[config.mk]
export PLATFORM = sky130hd
export DESIGN_NAME = pipe_stage_reg_flat
export DESIGN_NICKNAME = d
export VERILOG_FILES = /design/src/rtl/pipe_pkg.sv /design/src/rtl/pipe_stage_reg_if.sv /design/src/rtl/pipe_slot.sv /design/src/rtl/pipe_stage_reg.sv /design/src/flat_wrapper.sv
export SDC_FILE = /design/constraint.sdc
export NUM_CORES = 1
export LEC_CHECK = 0
export ABC_CLOCK_PERIOD_IN_PS = 2940
export CORE_MARGIN = 2
export CORE_UTILIZATION = 45
export CTS_CLUSTER_SIZE = 10
export DETAILED_ROUTE_END_ITERATION = 6
export HOLD_SLACK_MARGIN = 0.15
export PLACE_DENSITY = 0.72
export SYNTH_ARGS = -nofsm -noshare
export SYNTH_HDL_FRONTEND = slang
export SYNTH_HIERARCHICAL = 1
export SYNTH_SLANG_ARGS = --single-unit
[constraint.sdc]
create_clock -name clk -period 2.94 [get_ports clk]
set_input_delay 0.735 -clock clk [delete_from_list [all_inputs] [get_ports clk]]
set_output_delay 0.735 -clock clk [all_outputs]
set_load 0.02 [all_outputs]
[src/rtl/pipe_pkg.sv]
// Shared state encoding, NOP bubble and occupancy helper for the pipeline stage register.
package pipe_pkg;

    localparam int unsigned MAX_WIDTH = 32'd512;

    typedef enum logic [1:0] {
        ST_EMPTY = 2'd0,
        ST_ONE   = 2'd1,
        ST_TWO   = 2'd2
    } state_t;

    // A flushed slot reads as an all-zero NOP; narrower payloads take the low bits.
    localparam logic [MAX_WIDTH-1:0] BUBBLE = {MAX_WIDTH{1'b0}};

    function automatic logic [1:0] occ_of(input state_t s);
        logic [1:0] occ;
        case (s)
            ST_EMPTY: occ = 2'd0;
            ST_ONE:   occ = 2'd1;
            ST_TWO:   occ = 2'd2;
            default:  occ = 2'd0;
        endcase
        return occ;
    endfunction

endpackage

[src/rtl/pipe_stage_reg_if.sv]
// Handshake, payload and pipeline control bundle between a producer and one stage register.
interface pipe_stage_reg_if #(
    parameter int unsigned WIDTH = 32'd32
);
    logic             in_valid;
    logic             in_ready;
    logic [WIDTH-1:0] in_data;
    logic             out_valid;
    logic             out_ready;
    logic [WIDTH-1:0] out_data;
    logic             flush;
    logic             freeze;

    modport master (
        output in_valid, in_data, out_ready, flush, freeze,
        input  in_ready, out_valid, out_data
    );

    modport slave (
        input  in_valid, in_data, out_ready, flush, freeze,
        output in_ready, out_valid, out_data
    );
endinterface

[src/rtl/pipe_slot.sv]
// One payload slot: load-enabled register with a synchronous clear to the NOP bubble.
module pipe_slot
    import pipe_pkg::*;
#(
    parameter int unsigned WIDTH = 32'd32
) (
    input  logic             clk,
    input  logic             rst,
    input  logic             ld,
    input  logic             clr,
    input  logic [WIDTH-1:0] d,
    output logic [WIDTH-1:0] q
);

    // Slot storage; clear dominates load.
    always_ff @(posedge clk or negedge rst) begin
        if (!rst) begin
            q <= BUBBLE[WIDTH-1:0];
        end else if (clr) begin
            q <= BUBBLE[WIDTH-1:0];
        end else if (ld) begin
            q <= d;
        end else begin
            q <= q;
        end
    end

endmodule

[src/rtl/pipe_stage_reg.sv]
// Pipeline stage register with optional skid slot, flush/freeze control and a saturating stall counter.
module pipe_stage_reg
    import pipe_pkg::*;
#(
    parameter int unsigned WIDTH = 32'd32,
    parameter int unsigned SKID  = 32'd1,
    parameter int unsigned CNT_W = 32'd16
) (
    input  logic             clk,
    input  logic             rst,
    pipe_stage_reg_if.slave  bus,
    output logic [1:0]       occupancy,
    output logic [CNT_W-1:0] stall_cnt
);

    localparam logic [CNT_W-1:0] CNT_MAX = {CNT_W{1'b1}};

    state_t           state_r;
    state_t           state_s;
    logic             in_ready_s;
    logic             push_s;
    logic             pop_s;
    logic             stall_inc_s;
    logic             main_ld_s;
    logic             skid_ld_s;
    logic             main_sel_skid_s;
    logic [WIDTH-1:0] main_d_s;
    logic [WIDTH-1:0] main_q_s;
    logic [WIDTH-1:0] skid_q_s;
    logic [CNT_W-1:0] stall_r;

    // Ready: with a skid slot it depends only on registered state, otherwise it passes out_ready through.
    always_comb begin
        in_ready_s = 1'b0;
        if (bus.freeze || bus.flush) begin
            in_ready_s = 1'b0;
        end else if (SKID != 32'd0) begin
            in_ready_s = (state_r != ST_TWO);
        end else begin
            in_ready_s = (state_r == ST_EMPTY) || bus.out_ready;
        end
    end

    assign push_s      = bus.in_valid & in_ready_s;
    assign pop_s       = (state_r != ST_EMPTY) & bus.out_ready & ~bus.freeze & ~bus.flush;
    assign stall_inc_s = (state_r != ST_EMPTY) & (~bus.out_ready | bus.freeze) & ~bus.flush;

    // Next-state and slot steering; flush wins over everything else.
    always_comb begin
        state_s         = state_r;
        main_ld_s       = 1'b0;
        skid_ld_s       = 1'b0;
        main_sel_skid_s = 1'b0;
        if (bus.flush) begin
            state_s = ST_EMPTY;
        end else begin
            case (state_r)
                ST_EMPTY: begin
                    if (push_s) begin
                        state_s   = ST_ONE;
                        main_ld_s = 1'b1;
                    end else begin
                        state_s = ST_EMPTY;
                    end
                end
                ST_ONE: begin
                    if (push_s && pop_s) begin
                        state_s   = ST_ONE;
                        main_ld_s = 1'b1;
                    end else if (pop_s) begin
                        state_s = ST_EMPTY;
                    end else if (push_s && (SKID != 32'd0)) begin
                        state_s   = ST_TWO;
                        skid_ld_s = 1'b1;
                    end else begin
                        state_s = ST_ONE;
                    end
                end
                ST_TWO: begin
                    // The skid entry is the next-oldest, so it moves into the head slot.
                    if (pop_s) begin
                        state_s         = ST_ONE;
                        main_ld_s       = 1'b1;
                        main_sel_skid_s = 1'b1;
                    end else begin
                        state_s = ST_TWO;
                    end
                end
                default: begin
                    state_s = ST_EMPTY;
                end
            endcase
        end
    end

    // State register.
    always_ff @(posedge clk or negedge rst) begin
        if (!rst) begin
            state_r <= ST_EMPTY;
        end else begin
            state_r <= state_s;
        end
    end

    // Saturating stall counter; only reset clears it.
    always_ff @(posedge clk or negedge rst) begin
        if (!rst) begin
            stall_r <= {CNT_W{1'b0}};
        end else if (stall_inc_s && (stall_r != CNT_MAX)) begin
            stall_r <= stall_r + CNT_W'(1);
        end else begin
            stall_r <= stall_r;
        end
    end

    assign main_d_s = main_sel_skid_s ? skid_q_s : bus.in_data;

    pipe_slot #(.WIDTH(WIDTH)) u_main (
        .clk (clk),
        .rst (rst),
        .ld  (main_ld_s),
        .clr (bus.flush),
        .d   (main_d_s),
        .q   (main_q_s)
    );

    generate
        if (SKID != 32'd0) begin : g_skid
            pipe_slot #(.WIDTH(WIDTH)) u_skid (
                .clk (clk),
                .rst (rst),
                .ld  (skid_ld_s),
                .clr (bus.flush),
                .d   (bus.in_data),
                .q   (skid_q_s)
            );
        end else begin : g_no_skid
            assign skid_q_s = {WIDTH{1'b0}};
        end
    endgenerate

    assign bus.in_ready  = in_ready_s;
    assign bus.out_valid = (state_r != ST_EMPTY);
    assign bus.out_data  = main_q_s;
    assign occupancy     = occ_of(state_r);
    assign stall_cnt     = stall_r;

endmodule

[src/flat_wrapper.sv]
// flat-port wrapper written by rule: the top's interface ports become plain ports
module pipe_stage_reg_flat import pipe_pkg::*;
#(
    parameter int unsigned WIDTH = 32'd32,
    parameter int unsigned SKID  = 32'd1,
    parameter int unsigned CNT_W = 32'd16
)
  (clk, rst, occupancy, stall_cnt, bus_in_valid, bus_in_data, bus_out_ready, bus_flush, bus_freeze, bus_in_ready, bus_out_valid, bus_out_data);
  pipe_stage_reg_if #(.WIDTH(WIDTH)) bus_i ();
  input  logic clk;
  input  logic rst;
  output logic [1:0] occupancy;
  output logic [CNT_W-1:0] stall_cnt;
  input wire logic [$bits(bus_i.in_valid)-1:0] bus_in_valid;
  input wire logic [$bits(bus_i.in_data)-1:0] bus_in_data;
  input wire logic [$bits(bus_i.out_ready)-1:0] bus_out_ready;
  input wire logic [$bits(bus_i.flush)-1:0] bus_flush;
  input wire logic [$bits(bus_i.freeze)-1:0] bus_freeze;
  output wire logic [$bits(bus_i.in_ready)-1:0] bus_in_ready;
  output wire logic [$bits(bus_i.out_valid)-1:0] bus_out_valid;
  output wire logic [$bits(bus_i.out_data)-1:0] bus_out_data;
  assign bus_i.in_valid = bus_in_valid;
  assign bus_i.in_data = bus_in_data;
  assign bus_i.out_ready = bus_out_ready;
  assign bus_i.flush = bus_flush;
  assign bus_i.freeze = bus_freeze;
  assign bus_in_ready = bus_i.in_ready;
  assign bus_out_valid = bus_i.out_valid;
  assign bus_out_data = bus_i.out_data;
  pipe_stage_reg #(.WIDTH(WIDTH), .SKID(SKID), .CNT_W(CNT_W)) u_core (.clk(clk), .rst(rst), .bus(bus_i), .occupancy(occupancy), .stall_cnt(stall_cnt));
endmodule
Yosys cells after proc, flatten, opt, wreduce, memory -nomap -nowiden
Cells that the tools add are included.
{"block": "classes", "n_addsub": 1, "n_mul": 0, "div": 0, "order_cmp": 0, "n_eq_ne": 4, "shifts": 0, "muxes": 25, "bitwise": 10, "n_reduce_logical": 7}
{"cell": "$mux W32", "count": 5}
{"cell": "$add A16 B1 Y16 const B", "count": 1}
{"cell": "$ne A16 B16 Y1 const B", "count": 1}
{"cell": "$mux W1", "count": 12}
{"cell": "$mux W2", "count": 5}
{"cell": "$and A1 B1 Y1", "count": 6}
{"cell": "$pmux W2 S3", "count": 1}
{"cell": "$reduce_bool A2 Y1", "count": 3}
{"cell": "$pmux W2 S2", "count": 1}
{"cell": "$not A1 Y1", "count": 3}
{"cell": "$pmux W1 S3", "count": 1}
{"cell": "$eq A2 B1 Y1 const B", "count": 1}
{"cell": "$eq A2 B2 Y1 const B", "count": 1}
{"cell": "$logic_and A1 B1 Y1", "count": 2}
{"cell": "$logic_not A2 Y1", "count": 1}
{"cell": "$ne A2 B2 Y1 const B", "count": 1}
{"cell": "$logic_or A1 B1 Y1", "count": 1}
{"cell": "$or A1 B1 Y1", "count": 1}
{"block": "word_totals", "reg_bits": 82, "latch_bits": 0, "ramBits": 0, "mem_bits_ro": 0, "output_inout_bits": 52, "wordCells": 51, "mem_count": 0}

Longest topological paths before layout
Gate-level depths: netlist of run 1.
{"block": "logic_depth", "ltp_word": 10, "mapped_depth": 10, "mapped_depth_nobuf": 8}

Cells and area by module
Netlist of run 1, hierarchy kept.
{"module": "pipe_slot", "instances": 2, "cells_per_inst": 103, "area_per_inst_um2": 1323.8}
{"module": "pipe_stage_reg", "instances": 1, "cells_per_inst": 136, "area_per_inst_um2": 1406.3}

Worst setup path after synthesis of run 1
Ideal clock, no wire load.
{"block": "synth_timing", "path_kind": "input port to flip-flop", "from": "input bus_flush", "to": "register u_core.u_main.q[0]", "setup_time_ns": 0.132, "t_arrival_ns": 2.582, "setup_slack_ns": 0.226, "path_stages": 10, "path_buffers": 3, "path_cell_list": "clkbuf_1 nor3_1 and2_1 ha_1 nand2_1 a21oi_1 buf_6 buf_12 mux2i_1 nor2_1"}
{"block": "synth_between", "elab_chain_len": 8, "word_cells_on_any_way": 17, "classes_between": "11 x mux; 3 x bitwise; 3 x reduce/logical"}
{"item": "start, declared", "line": "flat_wrapper.sv:17", "text": "input wire logic [$bits(bus_i.flush)-1:0] bus_flush;"}
{"item": "$logic_or A1 B1 Y1 (*)", "line": "pipe_stage_reg.sv:35", "text": "if (bus.freeze || bus.flush) begin"}
{"item": "$mux W1 (*)", "line": "pipe_stage_reg.sv:35"}
{"item": "named net bus_in_ready", "line": "flat_wrapper.sv:19", "text": "output wire logic [$bits(bus_i.in_ready)-1:0] bus_in_ready;"}
{"item": "$and A1 B1 Y1 (*)", "line": "pipe_stage_reg.sv:44", "text": "assign push_s = bus.in_valid & in_ready_s;"}
{"item": "$logic_and A1 B1 Y1", "line": "pipe_stage_reg.sv:67", "text": "if (push_s && pop_s) begin"}
{"item": "$mux W1", "line": "pipe_stage_reg.sv:67"}
{"item": "$pmux W1 S3 (*)", "line": "pipe_stage_reg.sv:57", "text": "case (state_r)"}
{"item": "$mux W1 (*)", "line": "pipe_stage_reg.sv:54", "text": "if (bus.flush) begin"}
{"item": "named net u_core.main_ld_s", "line": "pipe_stage_reg.sv:24", "text": "logic main_ld_s;"}
{"item": "$reduce_bool A2 Y1 (no line) (*)"}
{"item": "end signal, assigned", "line": "pipe_slot.sv:18", "text": "q <= BUBBLE[WIDTH-1:0];"}
{"item": "end signal, assigned", "line": "pipe_slot.sv:20", "text": "q <= BUBBLE[WIDTH-1:0];"}
{"item": "end signal, assigned", "line": "pipe_slot.sv:24", "text": "q <= q;"}
{"item": "end, declared", "line": "pipe_slot.sv:12", "text": "output logic [WIDTH-1:0] q"}
Mark *: on every way through the listed nets, which the timed path passes. The rest lies on a longest branch. The select of a mux whose other input is x is not followed.
A chain may end at the register's enable or synchronous reset.

Worst setup path in the final report of run 1
{"block": "layout_timing", "from": "input bus_freeze", "to": "output bus_in_ready"}
{"block": "layout_between", "elab_chain_len": 2}
{"item": "start, declared", "line": "flat_wrapper.sv:18", "text": "input wire logic [$bits(bus_i.freeze)-1:0] bus_freeze;"}
{"item": "$logic_or A1 B1 Y1", "line": "pipe_stage_reg.sv:35"}
{"item": "$mux W1", "line": "pipe_stage_reg.sv:35"}
{"item": "end, declared", "line": "flat_wrapper.sv:19"}
No other way between the ends.

==> results of run 1 <==
## power groups by stage
stage	combinational (mW)	clock, mW	sequential (mW)
detailed placement	0.313	0	1.22
finish	0.307	0.839	1.20
global placement	0.306	0	1.22
CTS	0.314	0.866	1.20
global route	0.333	0.909	1.20
floorplan	0.107	0	1.25
## layout make-up
class	count	area [µm²]
Inverter	4	15.0
Multi-Input combinational cell	237	1810
Clock inverter	4	50.0
Timing Repair Buffer	97	993
Clock buffer	12	155
Fill cell	734	3510
Tap cell	108	135
Sequential cell	82	2050
## cells by family (layout without fill, tap and decap cells)
| logic type | count (synthesis) | after routing | share of synthesized area (%) |
|---|---|---|---|
| and+or+nand+nor | 110 | 110 | 13.1 |
| muxes | 100 | 100 | 25.8 |
| DFF | 82 | 82 | 50.6 |
| buffers and inverters | 23 | 117 | 5.03 |
| AOI/OAI and AO/OA | 15 | 15 | 2.59 |
| xor gates and xnor gates | 9 | 9 | 1.94 |
| adders and majority gates | 3 | 3 | 0.926 |
## registers in the layout, indices dropped and copies added, names as in the netlist
signal	count
u_core/stall_cnt	16
u_core/state_r	2
u_core/g_skid.u_skid/q	32
u_core/u_main/q	32
## cell usage in the layout (no fill, tap or decap), types with 2 or more instances in the layout
cell             synthesis  routed
nand4_1                  5       5
a31oi_1                  3       3
buf_12                   6       4
xnor2_1                  8       8
or4_1                    2       2
dfrtp_1                 82      82
mux2i_1                 65      65
and3_1                   2       2
nand2b_1                 3       3
buf_4                    0       5
a21o_1                   2       2
inv_1                    4       4
clkdlybuf4s50_1          0      87
clkinvlp_4               0       2
nor2_1                  71      71
mux2_2                  34      34
clkbuf_8                 0      11
ha_1                     3       3
nand3_1                  7       7
nand2_1                  4       4
a21oi_1                  5       4
o2111ai_1                2       2
nor2b_1                  3       3
and4_1                   2       2
nor3_1                   3       3
## per-layer routing
layer	routed length, µm	part of all wire (%)	GRT usage, %
met5	0	0	0
met4	89	1.1	5.37
met3	426	5.1	4.68
met2	3560	43	25.7
met1	4270	51	27.6
## final timing paths
| path | end | slack [ns] | cells past startpoint |
|---|---|---|---|
| setup / recovery | bus_in_ready | 0.15 | 3 |
| hold / removal | u_core/u_main/q[13] | 0.37 | 1 |
| setup reg to reg | u_core/u_main/q[17] | 0.75 | 9 |
| hold reg to reg | u_core/g_skid.u_skid/q[25] | 0.52 | 2 |
| max in group asynchronous | u_core/u_main/q[2] | 1.95 | 2 |
| min in group clk | u_core/g_skid.u_skid/q[25] | 0.52 | 2 |
## per-stage QoR
| step | util (%) | hold WS (ns) | instance area (µm²) | setup WS, ns | instances |
|---|---|---|---|---|---|
| after detailed placement | 57.4 | 0.509 | 5010 | 0.143 | 528 |
| after global placement | 57.4 | 0.498 | 5010 | 0.150 | 528 |
| after CTS | 59.8 | 0.374 | 5210 | 0.133 | 544 |
| final | 59.8 | 0.365 | 5210 | 0.151 | 544 |
| after global routing | 59.8 | 0.381 | 5210 | 0.0927 | 544 |
| after floorplan | - | 0.439 | 4050 | 0.226 | 342 |
## critical path: stages
cell and delay, ns:
clkdlybuf4s50_1 0.44, nor3_1 0.23, clkdlybuf4s50_1 0.64
==> impl_results.md, run 1 <==
- Status: finished, final reports clean
- Pwr dens: 450 nW/µm²
- Flop and latch count out of synthesis: 82
- Resized cells post-CTS: 0
- Final worst-path cycle share: between 90% and 100%
- Mapped Cells: 342
- Initial antenna violation count: 0
- Residual DRC: 0
- Num CTS Buffers: 9
- Die Width: 98.9 µm
- Final setup TNS: 0 ns
- Final GP Congestion: 0.788
- NumNets Final: 472
- Core Box Area: 8720 µm²
- CP required: 2.20 ns
- Total power: 2.34 mW
- Unrepaired setup endpoints after global routing: false
- Post-synth top flop: dfrtp_1
- Global-route wire length before repair: between 10000 and 15000 µm
- Diode count: 0
- Crit path from: bus_freeze
- Setup Crit Path Kind: input port to output pin
- Final hold violation count: 0
- Max Fanout on Critical Path: 4
- Yosys top cell area share: roughly 51%
- Drt pass-1 iters: 4
- Worst-path clk slew: 0.08 ns
- Rel. slew slack: 56.9%
- Syn_nets: around 380
- Starting Density: 46.5%
- Tot GR Track Use: between 15 and 20%
- Number of synthesized flops with an enable pin: 0
- Startpoint Class: input port
- Layout Area Growth over Synthesis: 28.5%
- CTS tree: built
- Finish-stage setup viols: 0
- Yosys cell types: 38
- Synth area leaders: dfrtp_1, mux2i_1, mux2_2
- Net Sw Frac: 25.1%
- Largest net degree at the start of global routing: 65
- Setup bufs post-CTS: 0
- Antenna Nets Post-Route: 0
- Leakage: ~2.2 nW
- Slew Viols, Final: 0
- Max Freq: 359 MHz
- HPWL after DPL: 5590 µm
- CP arrival: 2.05 ns
- Clock skew: 0.00888 ns
- Layout cells sized above 1: 15.4%
- Min-delay worst type: input port to asynchronous set/reset pin
- Top post-synthesis cells by count: dfrtp_1, nor2_1, mux2i_1
- Sequential share of power: 51.1%
- Post-Route WL: 8350 µm
- Avg Cell Area, Syn: 11.9 µm²
- Die Ht: 98.9 µm
- Register area share after synthesis: 50.6%
- Most common cell in the netlist: dfrtp_1
- Vias: 2828
- Clock Latency Late Sink: about 0.35 ns
- Gr ovfl total: 0
- Psw: roughly 590 µW
- Yosys warning count: 6
- Internal power: 1.75 mW
- Peak supply drop: 0.000228 V
- Die Footprint: between 9000 and 10000 µm²
- Clock sinks: 82
- Comb pwr share: 13.1%
- Post-Syn Area: ~4100 µm²
- Yosys top cell by area: dfrtp_1
- IO Count: 90
- Worst-Margin Slew: roughly 0.65 ns
- Number of global-route vias before repair: roughly 2900
- Wire length per cell: 15.3 µm
- Max cap viols: 0
- Crit path capture type: output pin
- H-tree Lvls: 3
- Root Buffer: clkbuf_8
- Routed vias/inst: 5.20
- DRT iter0 DRCs: 93
- Port bufs: 89
- RR Startpoint: u_core/state_r[1]
- Clk pwr share: 35.8%
- # rows: 34
- Post-layout min period: 2.79 ns
- Post-synth ARST share: 100%
- Hold buffers post-CTS: 0
- CTS max path bufs: 2
Note: power is estimated with default switching activity, not from simulation.
==> run 2, diff against run 1 <==
Settings changed: CAP_MARGIN from default to 20, DONT_BUFFER_PORTS from default to 1, PLACE_DENSITY 0.72 to default.
==> run 2 against run 1 <==
Register-to-register slack worse by 0.12 ns. Utilization is 10 points lower. Worst hold slack lost 0.095 ns. Non-clock buffer count shrank 90. Global-route usage shrank 1.0 points. Clock skew grew 0.0031 ns. Wire length fell by 3.3%. Flip-flop and latch count stayed put. First-iteration DRC count is 32% lower. Clock power shrank 3.0%. Die area is the same. Cell area decreased by 17%.
==> impl_results.md, run 2 (synthesized netlist as in run 1, its figures left out) <==
- Clock Latency Late Sink: between 0.3 and 0.4 ns
- Antenna Nets Post-Route: 0
- Filler cells: between 700 and 800
- Slew Viols, Final: 0
- Die Footprint: 9780 µm²
- Crit path from: u_core/state_r[1]
- Gr ovfl total: 0
- Rel. slew slack: ~69%
- Final hold violation count: 0
- Num CTS Buffers: 9
- Largest net degree at the start of global routing: 83
- Core Box Area: ~8700 µm²
- Routed vias/inst: 5.47
- Worst-path clk slew: 0.08 ns
- Post-route insts no fill: about 450
- HPWL after DPL: 4950 µm
- H-tree Lvls: 3
- Die Width: about 99 µm
- Max cap viols: 0
- Vias: 2478
- R2r endpoint: u_core/u_main/q[19]
- CP required: 3.18 ns
- Min-delay worst type: input port to asynchronous set/reset pin
- Post-Route WL: 8080 µm
- Internal reg-to-reg setup slack: 0.63 ns
- Final worst-path cycle share: 78.5%
- Commonest cells after routing, fill and taps aside: dfrtp_1, nor2_1, mux2i_1
- CTS tree: built
- Initial antenna violation count: 0
- Hold buffers post-CTS: 1
- Final GP Congestion: 0.739
- Post-layout min period: approximately 2.3 ns
- Global-route wire length before repair: 13200 µm
- Unrepaired setup endpoints after global routing: false
- Layout Area Growth over Synthesis: 6.14%
- Finish-stage setup viols: 0
- DP Worst Slack: 0.597 ns
- Port bufs: 0
- Startpoint Class: register
- Number of global-route vias before repair: 2554
- Clock sinks: 82
- PnR worst setup slack: 0.633 ns
- Die Ht: 98.9 µm
- Tot GR Track Use: 17.2%
- Resized cells post-CTS: 0
- Max Freq: 433 MHz
- Register-to-Register Path Depth: 11
- Layout cells sized above 1: a little under a fifth
- End of the critical path: u_core/u_main/q[19]
- IO Count: 90
- Crit path capture type: register
- Diode count: 0
- Residual DRC: 0
- Setup Crit Path Kind: register to register
- Status: finished, final reports clean
- Worst-Margin Slew: 0.459 ns
- Starting Density: a little under half
- Max Fanout on Critical Path: 32
- DRT iter0 DRCs: 63
- Wire length per cell: 17.8 µm
- CP arrival: 2.55 ns
- RR Startpoint: u_core/state_r[1]
- NumNets Final: 382
- # rows: 34
- Setup bufs post-CTS: 0
- Final setup TNS: 0 ns
- Pwr dens: ~500 nW/µm²
- Root Buffer: clkbuf_8
- Leakage: 1.82 nW
- Drt pass-1 iters: 4
- Inst Count DP: ~440
- CTS max path bufs: 2
- Peak supply drop: 0.000229 V
- Total power: 2.19 mW
- Clock skew: 0.0120 ns
- Commonest non-fill, non-tap cell in the layout: dfrtp_1
==> run 2: cell count changes in the layout (fill, tap and decap cells not counted) <==
| cell | previous run | this run |
|---|---|---|
| buf_2 | 1 | 0 |
| buf_16 | 0 | 1 |
| clkbuf_8 | 11 | 10 |
| clkbuf_1 | 1 | 0 |
| clkdlybuf4s50_1 | 87 | 0 |
| buf_4 | 5 | 4 |
| buf_12 | 4 | 2 |
| clkinv_2 | 1 | 2 |
==> run 2: how the worst min path moves through the flow <==
stage	slack, ns	startpoint	depth (start not counted)	endpoint
floorplan	0.44	rst	0	u_core/g_skid.u_skid/q[0]
global placement	0.44	rst	0	u_core/g_skid.u_skid/q[13]
detailed placement	0.44	rst	0	u_core/g_skid.u_skid/q[13]
CTS	0.29	rst	1	u_core/u_main/q[24]
global route	0.29	rst	1	u_core/u_main/q[16]
finish	0.27	rst	1	u_core/u_main/q[12]
==> run 2: cell type report <==
class	count	area [µm²]	share of cell area, %
flip-flops and latches	82	2050	47.7
multi-input cells	237	1810	42.1
clock buffers	10	138	3.20
well taps	108	135	3.14
repair buffers	7	97.6	2.27
clock inverters	5	55.1	1.28
inverters	4	15.0	0.349
==> run 2: through the flow <==
stage                     area, µm²  hold slack [ns]  util (%)
after global routing           4300            0.288      49.3
after detailed placement       4080            0.442      46.8
after CTS                      4300            0.291      49.3
final                          4300            0.270      49.3
after floorplan                4050            0.439         -
after global placement         4080            0.442      46.8
==> run 2: critical path, cell delays in order, from the launching register on <==
cell,delay (ns)
dfrtp_1,0.44
nor2b_1,0.15
buf_4,0.17
nor3_1,0.14
buf_4,0.17
and2_1,0.16
ha_1,0.14
nand2_1,0.08
a21oi_4,0.18
buf_12,0.26
mux2i_1,0.23
nor2_1,0.06
==> run 2: layer usage <==
| layer | track usage [%] | part of all wire (%) |
|---|---|---|
| met3 | 6.52 | 7.7 |
| met1 | 22.5 | 45 |
| met5 | 0 | 0 |
| met2 | 26.1 | 46 |
| met4 | 6.32 | 1.4 |
==> run 2: where the power goes <==
| part | internal [mW] | leakage, nW | total [mW] | switching [mW] |
|---|---|---|---|---|
| Combinational | 0.0636 | 0.586 | 0.132 | 0.0683 |
| Clock | 0.408 | 0.0941 | 0.814 | 0.406 |
| Sequential | 1.16 | 1.14 | 1.24 | 0.0836 |
==> run 3, diff against run 2 <==
Settings changed: ABC_CLOCK_PERIOD_IN_PS 2940 to 2250.
Clock period 2.94 ns to 2.25 ns, I/O delays scaled along.
==> run 3 against run 2 <==
The run now ends with negative hold slack left. Via count grew 4.0%. Combinational power grew 90%. Critical path depth shrank 6. Count of clock-buffer cells in the layout is the same. Cell count grew 3.3%. Cell area grew 3.2%. Sequential power grew 26%. Die area is the same. Worst hold slack lost 0.38 ns. Utilization grew 1.6 points. Largest power group unchanged.
==> impl_results.md, run 3 (synthesized netlist as in run 1, its figures left out) <==
- Status: complete, but fails checks
- Failing checks: negative hold slack
- Core Box Area: 8720 µm²
- Startpoint Class: register
- Sequential Area: a little over 2000 µm²
- Crit path capture type: register
- Final GP Congestion: 0.744
- Largest net degree at the start of global routing: 83
- Pwr dens: approximately 650 nW/µm²
- GR peak layer: met2
- Worst-Margin Slew: 0.433 ns
- Rel. slew slack: 70.9%
- Die Footprint: a little under 10000 µm²
- Final setup TNS: 0 ns
- Clock Latency Late Sink: 0.35 ns
- CTS max path bufs: 2
- # rows: 34
- DRT iter0 DRCs: 141
- End of the critical path: u_core/stall_cnt[1]
- Die Ht: 98.9 µm
- Max Freq: between 400 and 500 MHz
- IO Count: 90
- Root Buffer: clkbuf_8
- Worst hold margin: -0.107 ns
- HPWL after DPL: 5220 µm
- Worst-path clk slew: roughly 0.080 ns
- Final hold violation count: 82
- Max cap viols: 0
- Leakage: between 1.5 and 2 nW
- Worst Path Buf+Inv: 0
- Filler cells: 796
- Initial antenna violation count: 0
- Met1 GRT Util: a little under a quarter
- Crit-path max cell delay: 0.65 ns
- Setup Crit Path Kind: register to register
- Peak supply drop: 0.000605 V
- Register-to-Register Path Depth: 5
- Post-layout min period: just over 2 ns
- RR Startpoint: u_core/stall_cnt[0]
- Vias: 2576
- Port bufs: 0
- DP Worst Slack: 0.182 ns
- Antenna Nets Post-Route: 0
- Diode count: 0
- Final worst-path cycle share: 90.3%
- Tot GR Track Use: 17.9%
- Layout Area Growth over Synthesis: 9.54%
- CP required: ~2.5 ns
- Num CTS Buffers: 9
- R2r endpoint: u_core/stall_cnt[1]
- Finish-stage setup viols: 0
- CP top delay family: simple AND/OR/NAND/NOR gates
- Unrepaired setup endpoints after global routing: false
- H-tree Lvls: 3
- GR Util met3: 5.11%
- Clock skew: around 0.012 ns
- Wire length per cell: 17.6 µm
- Layout cells sized above 1: 22.5%
- Commonest cells after routing, fill and taps aside: dfrtp_1, nor2_1, mux2i_1
- CTS tree: built
- CP Depth: 5
- Commonest non-fill, non-tap cell in the layout: dfrtp_1
- Residual DRC: 0
- Post-DP Area: 4250 µm²
- PnR worst setup slack: between 0.2 and 0.25 ns
- Crit path from: u_core/stall_cnt[0]
- Slew Viols, Final: 0
- Global-route wire length before repair: 13900 µm
- Post-Route WL: 8250 µm
- Clock sinks: between 80 and 90
- CP arrival: between 2 and 2.5 ns
- Gr ovfl total: 0
- Internal reg-to-reg setup slack: 0.22 ns
- Min-delay worst type: input port to asynchronous set/reset pin
- Die Width: 98.9 µm
- M2 GR Usage: 29.2%
- Setup bufs post-CTS: 0
- Final Cell Area: 4440 µm²
- Drt pass-1 iters: 4
- Crit-path cells: ha_1 > nand3_1 > or4_1 > nand2_1 > mux2_1
- NumNets Final: 398
- Max Fanout on Critical Path: 7
- Total power: 2.87 mW
- Multi-input logic area: 1820 µm²
- Worst path slowest cell: or4_1
- Number of global-route vias before repair: 2805
- Routed vias/inst: 5.50
- Starting Density: between 40% and 50%
## run 3: cell count changes in the layout (fill, tap and decap cells not counted), sizes merged
cell    before  now
clkinv       2    1
buf          7   23
## run 3: metal layers
metal	wire length [µm]	vias up	share of wire [%]
met3	460	8	5.6
met4	98	0	1.2
met2	3990	56	48
met5	0	-	0
li1	-	1212	-
met1	3700	1300	45
## run 3: how the worst min path moves through the flow
stage	depth (start not counted)	slack (ns)	endpoint
2_1_floorplan	0	0.27	u_core/g_skid.u_skid/q[0]
3_5_place_dp	0	0.27	u_core/g_skid.u_skid/q[5]
4_1_cts	0	-0.13	u_core/u_main/q[17]
5_1_grt	0	-0.14	u_core/g_skid.u_skid/q[30]
3_3_place_gp	0	0.27	u_core/g_skid.u_skid/q[5]
6_report	0	-0.11	u_core/g_skid.u_skid/q[5]
## run 3: metrics by stage
| step | std cells | util [%] |
|---|---|---|
| 5_1_grt | 468 | 50.9 |
| 3_5_place_dp | 454 | 48.7 |
| 2_1_floorplan | 342 | - |
| 6_report | 468 | 50.9 |
| 3_3_place_gp | 454 | 48.7 |
| 4_1_cts | 468 | 50.9 |
## run 3: layout make-up
type / instances / area share, %
flip-flops and latches: 82 / 46.2
clock inverters: 4 / 1.21
multi-input cells: 237 / 41.1
clock buffers: 10 / 3.10
repair buffers: 23 / 5.02
well taps: 108 / 3.04
inverters: 4 / 0.338
## run 3: where the power goes
part | leakage [nW] | internal (mW) | total [mW] | switching [mW]
clock network | 0.0904 | 0.533 | 1.06 | 0.528
registers | 1.14 | 1.51 | 1.56 | 0.0404
logic | 0.678 | 0.117 | 0.251 | 0.134
## run 3: repair_timing
item / CTS / global route
resized for setup: 0 / 1
setup endpoints to repair: 0 / 1
endpoints found under the hold margin: 82 / 82
## run 3: worst register-to-register path, delay by kind of cell (launching register included)
family | cells | cell delay [ns]
fa+ha+maj | 1 | 0.23
flops | 1 | 0.36
mux | 1 | 0.33
simple gates | 3 | 1.02
